$ cat config.mk
export PLATFORM = sky130hd
export DESIGN_NAME = wb_logic_regs
export DESIGN_NICKNAME = d
export VERILOG_FILES = /design/src/rtl/wb_logic_regs.sv
export SDC_FILE = /design/constraint.sdc
export NUM_CORES = 1
export LEC_CHECK = 0
export ABC_AREA = 0
export BUFFER_PORTS_ARGS = -buffer_cell sky130_fd_sc_hd__buf_2
export CORE_MARGIN = 5
export CORE_UTILIZATION = 45
export DETAILED_ROUTE_END_ITERATION = 6
export GPL_TIMING_DRIVEN = 1
export PLACE_DENSITY = 0.66
export SLEW_MARGIN = 15
export SYNTH_ARGS = -nofsm -noshare
export SYNTH_HDL_FRONTEND = slang
export SYNTH_SLANG_ARGS = --single-unit
$ cat constraint.sdc
create_clock -name wb_clk_i -period 2.54 [get_ports wb_clk_i]
set_input_delay 0.381 -clock wb_clk_i [delete_from_list [all_inputs] [get_ports wb_clk_i]]
set_output_delay 0.381 -clock wb_clk_i [all_outputs]
set_load 0.005 [all_outputs]
$ cat src/rtl/wb_logic_regs.sv
// Wishbone classic slave that wraps a small logic/arithmetic unit.
// The host writes the operands and the op. RESULT and CARRY become valid one cycle after the write ack.
module wb_logic_regs #(
    parameter int DW = 8,
    parameter int AW = 3
) (
    input  logic          wb_clk_i,
    input  logic          wb_rst_i,
    input  logic [AW-1:0] wb_adr_i,
    input  logic [DW-1:0] wb_dat_i,
    output logic [DW-1:0] wb_dat_o,
    input  logic          wb_we_i,
    input  logic          wb_stb_i,
    input  logic          wb_cyc_i,
    output logic          wb_ack_o,
    output logic          wb_err_o,
    output logic [DW-1:0] result_o
);

    typedef enum logic [2:0] {
        OP_AND  = 3'd0,
        OP_OR   = 3'd1,
        OP_XOR  = 3'd2,
        OP_NAND = 3'd3,
        OP_NOR  = 3'd4,
        OP_XNOR = 3'd5,
        OP_ADD  = 3'd6,
        OP_SUB  = 3'd7
    } op_e;

    localparam logic [AW-1:0] ADR_OPA    = AW'(0);
    localparam logic [AW-1:0] ADR_OPB    = AW'(1);
    localparam logic [AW-1:0] ADR_CTRL   = AW'(2);
    localparam logic [AW-1:0] ADR_RESULT = AW'(3);
    localparam logic [AW-1:0] ADR_STATUS = AW'(4);
    localparam logic [AW-1:0] ADR_WCOUNT = AW'(5);

    logic [DW-1:0] r_opa;
    logic [DW-1:0] r_opb;
    logic [DW-1:0] r_result;
    logic [DW-1:0] r_wcount;
    logic [DW-1:0] r_dat;
    op_e           r_op;
    logic          r_busy;
    logic          r_carry;
    logic          r_ack;
    logic          r_err;

    logic          w_req;
    logic          w_err;
    logic [DW-1:0] w_rdata;
    logic [DW:0]   w_alu;

    // A new request can only be sampled once the previous response pulse has ended.
    assign w_req = wb_cyc_i & wb_stb_i & ~r_ack & ~r_err;
    assign w_err = (wb_adr_i > ADR_WCOUNT) |
                   (wb_we_i & ((wb_adr_i == ADR_RESULT) | (wb_adr_i == ADR_STATUS)));

    always_comb begin
        // NOTE: assign a default first so that no path leaves the signal unassigned. An unassigned path would infer a latch.
        w_rdata = '0;
        case (wb_adr_i)
            ADR_OPA:    w_rdata = r_opa;
            ADR_OPB:    w_rdata = r_opb;
            ADR_CTRL:   w_rdata = {{(DW-3){1'b0}}, r_op};
            ADR_RESULT: w_rdata = r_result;
            ADR_STATUS: w_rdata = {{(DW-2){1'b0}}, r_carry, r_busy};
            ADR_WCOUNT: w_rdata = r_wcount;
            default:    w_rdata = '0;
        endcase
    end

    // Bit DW holds the carry-out for ADD and the borrow (A < B) for SUB.
    always_comb begin
        w_alu = '0;
        case (r_op)
            OP_AND:  w_alu = {1'b0, r_opa & r_opb};
            OP_OR:   w_alu = {1'b0, r_opa | r_opb};
            OP_XOR:  w_alu = {1'b0, r_opa ^ r_opb};
            OP_NAND: w_alu = {1'b0, ~(r_opa & r_opb)};
            OP_NOR:  w_alu = {1'b0, ~(r_opa | r_opb)};
            OP_XNOR: w_alu = {1'b0, ~(r_opa ^ r_opb)};
            OP_ADD:  w_alu = {1'b0, r_opa} + {1'b0, r_opb};
            OP_SUB:  w_alu = {1'b0, r_opa} - {1'b0, r_opb};
            default: w_alu = '0;
        endcase
    end

    always_ff @(posedge wb_clk_i or posedge wb_rst_i) begin
        if (wb_rst_i) begin
            r_opa    <= '0;
            r_opb    <= '0;
            r_op     <= OP_AND;
            r_result <= '0;
            r_wcount <= '0;
            r_busy   <= 1'b0;
            r_carry  <= 1'b0;
            r_ack    <= 1'b0;
            r_err    <= 1'b0;
            r_dat    <= '0;
        end else begin
            // NOTE: use non-blocking assignments for all state. Every register then sees the values from before the edge.
            r_ack <= 1'b0;
            r_err <= 1'b0;
            r_dat <= '0;

            if (r_busy) begin
                r_result <= w_alu[DW-1:0];
                r_carry  <= w_alu[DW];
                r_busy   <= 1'b0;
            end

            // A commit and a busy cycle never coincide: the ack that follows every commit blocks the next request.
            if (w_req) begin
                if (w_err) begin
                    r_err <= 1'b1;
                end else begin
                    r_ack <= 1'b1;
                    if (!wb_we_i) begin
                        r_dat <= w_rdata;
                    end else begin
                        case (wb_adr_i)
                            ADR_OPA:    r_opa    <= wb_dat_i;
                            ADR_OPB:    r_opb    <= wb_dat_i;
                            ADR_CTRL:   r_op     <= op_e'(wb_dat_i[2:0]);
                            ADR_WCOUNT: r_wcount <= '0;
                            default:    ;
                        endcase
                        if (wb_adr_i <= ADR_CTRL) begin
                            r_busy   <= 1'b1;
                            r_wcount <= r_wcount + DW'(1);
                        end
                    end
                end
            end
        end
    end

    assign wb_ack_o = r_ack;
    assign wb_err_o = r_err;
    assign wb_dat_o = r_dat;
    assign result_o = r_result;

endmodule
==> results.json <==
{
  "status": "finished, final reports clean",
  "cp_num_buf_inv": 0,
  "coreArea_mm2": 0.00725,
  "place_worst_setup_slack_ns": -0.107,
  "netlist.area_leader.share_pct": 35.1,
  "worstMarginPinSlew_ns": 0.552,
  "gp_congestion": 0.933,
  "end_kind": "flop",
  "drive_above_1_share_pct": 24.9,
  "slew_violations": 0,
  "grt_use_total_pct": 20.2,
  "dieArea_mm2": 0.00928,
  "min_path_type": "in2reg",
  "dr.pass1.iters": 4,
  "die_h_um": 96.3,
  "drtAntennaViolNets": 0,
  "cts-root-to-sink-buffers": 2,
  "synth_seq_cells": 47,
  "routed.top_layer": "met4",
  "fillers": 697,
  "cts_root_buf": "clkbuf_8",
  "cts_htree_levels": 2,
  "synth-seq-area-share_pct": 35.1,
  "holdPathStages": 2,
  "drt_iter0_drc": 186,
  "ys_warn_count": 0,
  "fmax_mhz": 395,
  "crit_arrival_ns": 2.75,
  "wl_per_cell_um": 17.2,
  "timing.hold.ws_ns": 0.326,
  "clk_latency_ns": 0.31,
  "syn_nets": 410,
  "rsz0062_at_grt": "yes",
  "route.vias.total": 2895,
  "io_pins": 34,
  "yosysTopAreaCell": "dfrtp_1",
  "wl_um": 8930,
  "antenna_found_initial": 0,
  "vdd_ir_drop_max_mv": 0.427,
  "relSlewSlack_pct": 63.1,
  "area_delta_synth_final_pct": 17.5,
  "cp-start-kind": "flop",
  "p_total_mw": 3.17,
  "fin_skew_ns": 0.0121,
  "r2r_cells": 9,
  "wl_met2_um": 4040,
  "ys_async_sr_fraction_pct": 100,
  "cp_slowest_cell": "mux4_2",
  "finalCritPeriodShare_pct": 99.6,
  "grt_max_degree": 38,
  "worstPathMaxFanout": 4,
  "cp_top_family": "compound AO/OA/AOI/OAI gates",
  "fin_tns_setup_ns": 0,
  "synth_ff_type": "dfrtp_1",
  "synth.avg_cell_area_um2": 9.14,
  "finalNonFillerCells": 520,
  "numPortBuffers": 33,
  "dpl.cell_count": 510,
  "synth-edff-count": 0,
  "cts_buffers": 5,
  "die_w_um": 96.3,
  "netlist_area_mm2": 0.00335,
  "ys_top_cells_by_area": "dfrtp_1, ha_1, mux2_2",
  "antennaDiodeCount": 0,
  "setup_ws_ns": 0.00910,
  "grt_overflow_total": 0,
  "grt_pass1_wl_um": 14300,
  "met3_length_um": 419,
  "cts.sinks": 47,
  "setup_violations": 0,
  "synth_cells": 367,
  "power.density_mw_per_mm2": 803,
  "ys_types": 55,
  "hold_viol": 0,
  "tritoncts": "built",
  "crit_type": "reg2reg",
  "drt_drc_violations_left": 0,
  "nets": 463,
  "final.min_clock_period_ns": 2.53,
  "cap_violations": 0,
  "cpPeakStageDelay_ns": 0.47,
  "leakagePower_nw": 1.82,
  "vias_per_cell": 5.57,
  "worst-path-stages": 9,
  "cts.reportedPaths.clkPinSlew_ns": 0.09,
  "hpwl_um": 6890,
  "required_ns": 2.76,
  "path_cells": "nor4_4 > a21oi_1 > xnor2_1 > ha_1 > o21a_1 > o21bai_1 > mux4_2 > a21o_1 > o31ai_1",
  "rows": 31,
  "wl_met1_um": 4260,
  "grt_pass1_vias": 2698,
  "initial_core_util_pct": 46.2
}
[metrics by stage]
stage | area, µm² | utilization, %
6_report | 3940 | 54.3
5_1_grt | 3940 | 54.3
4_1_cts | 3920 | 54.0
3_5_place_dp | 3780 | 52.1
3_3_place_gp | 3780 | 52.1
2_1_floorplan | 3370 | -
[per-layer routing]
layer | GRT usage (%) | vias to the layer above
met3 | 3.36 | 14
met4 | 6.66 | 0
li1 | - | 1419
met5 | 0 | -
met1 | 29.4 | 1386
met2 | 30.4 | 76
[sequential cells by signal, indices dropped and copies added, names as in the netlist]
name,count
r_opa,8
r_busy,1
wb_dat_o,8
r_op,3
wb_ack_o,1
r_carry,1
wb_err_o,1
result_o,8
r_wcount,8
r_opb,8
[cell usage after synthesis, drive strengths merged, types with 6 or more instances]
master	instances
xnor2	9
clkbuf	12
nand2b	7
dfrtp	47
o21ai	21
nand3	6
nor2	34
ha	26
mux2	25
nand2	31
inv	27
o22ai	9
mux2i	10
nor2b	7
a21oi	23
[where the power goes]
group	internal (mW)	total [mW]	switching, mW
registers	0.889	1.06	0.174
clock network	0.248	0.510	0.262
logic	0.757	1.59	0.837
total	1.89	3.17	1.27
[what timing repair did]
action                                  CTS  global route
hold buffers                              1             0
resized for setup                         3             3
setup buffers                             0             1
endpoints found under the setup margin    1             4
hold endpoints to repair                 10             0
[worst reg2reg max path, cell delays in order, from the launching register on]
cell and delay [ns]:
dfrtp_1 0.42, nor4_4 0.36, a21oi_1 0.13, xnor2_1 0.14
ha_1 0.32, o21a_1 0.21, o21bai_1 0.15, mux4_2 0.47
a21o_1 0.19, o31ai_1 0.06
[layout make-up]
cell class / instances / area, µm² / area share, %
inverters: 27 / 101 / 2.57
well taps: 99 / 124 / 3.14
flip-flops and latches: 47 / 1180 / 29.8
repair buffers: 61 / 378 / 9.59
clock inverters: 1 / 7.51 / 0.190
multi-input cells: 278 / 2060 / 52.2
clock buffers: 7 / 96.3 / 2.44
[path summary, 6_finish.rpt]
kind                                      startpoint                       to  slack [ns]
max in group asynchronous                   wb_rst_i     r_opa[4]$_DFFE_PP0P_        1.27
worst max register to register  r_opb[2]$_DFFE_PP0P_  result_o[7]$_DFFE_PP0P_       0.009
worst min register to register   r_carry$_DFFE_PP0P_      r_carry$_DFFE_PP0P_        0.54
min in group asynchronous                   wb_rst_i     r_opa[1]$_DFFE_PP0P_        0.53
worst max-delay path            r_opb[2]$_DFFE_PP0P_  result_o[7]$_DFFE_PP0P_       0.009
worst min-delay path                     wb_dat_i[6]     r_opb[6]$_DFFE_PP0P_        0.33
[cell usage in the layout (no fill, tap or decap), types with 2 or more instances in the layout]
cell type / count
dfrtp_1: 47
nor2_1: 33
buf_2: 33
nand2_1: 30
buf_4: 27
inv_1: 26
ha_1: 26
mux2_2: 24
a21oi_1: 23
o21ai_0: 20
mux2i_1: 10
xnor2_1: 9
o22ai_1: 9
nor2b_1: 7
nand2b_1: 7
clkbuf_8: 7
nand3_1: 6
nor3_1: 5
a22oi_1: 5
xor2_1: 4
a31oi_1: 4
o211ai_1: 4
nor4_1: 4
a221oi_1: 3
o22a_1: 3
or3_1: 2
nand4_1: 2
and2_1: 2
o31ai_2: 2
o21a_1: 2
nand3b_1: 2
nand4b_1: 2
a211oi_1: 2
[cells by family after synthesis]
| logic type | after synthesis | synth area share (%) |
|---|---|---|
| AOI/OAI and AO/OA | 89 | 16.9 |
| DFF | 47 | 35.1 |
| muxes | 37 | 12.9 |
| xor gates and xnor gates | 13 | 3.39 |
| adders and majority gates | 27 | 10.3 |
| buffers and inverters | 42 | 4.96 |
| and+or+nand+nor | 112 | 16.5 |
Power figures use the tool's default switching activity.
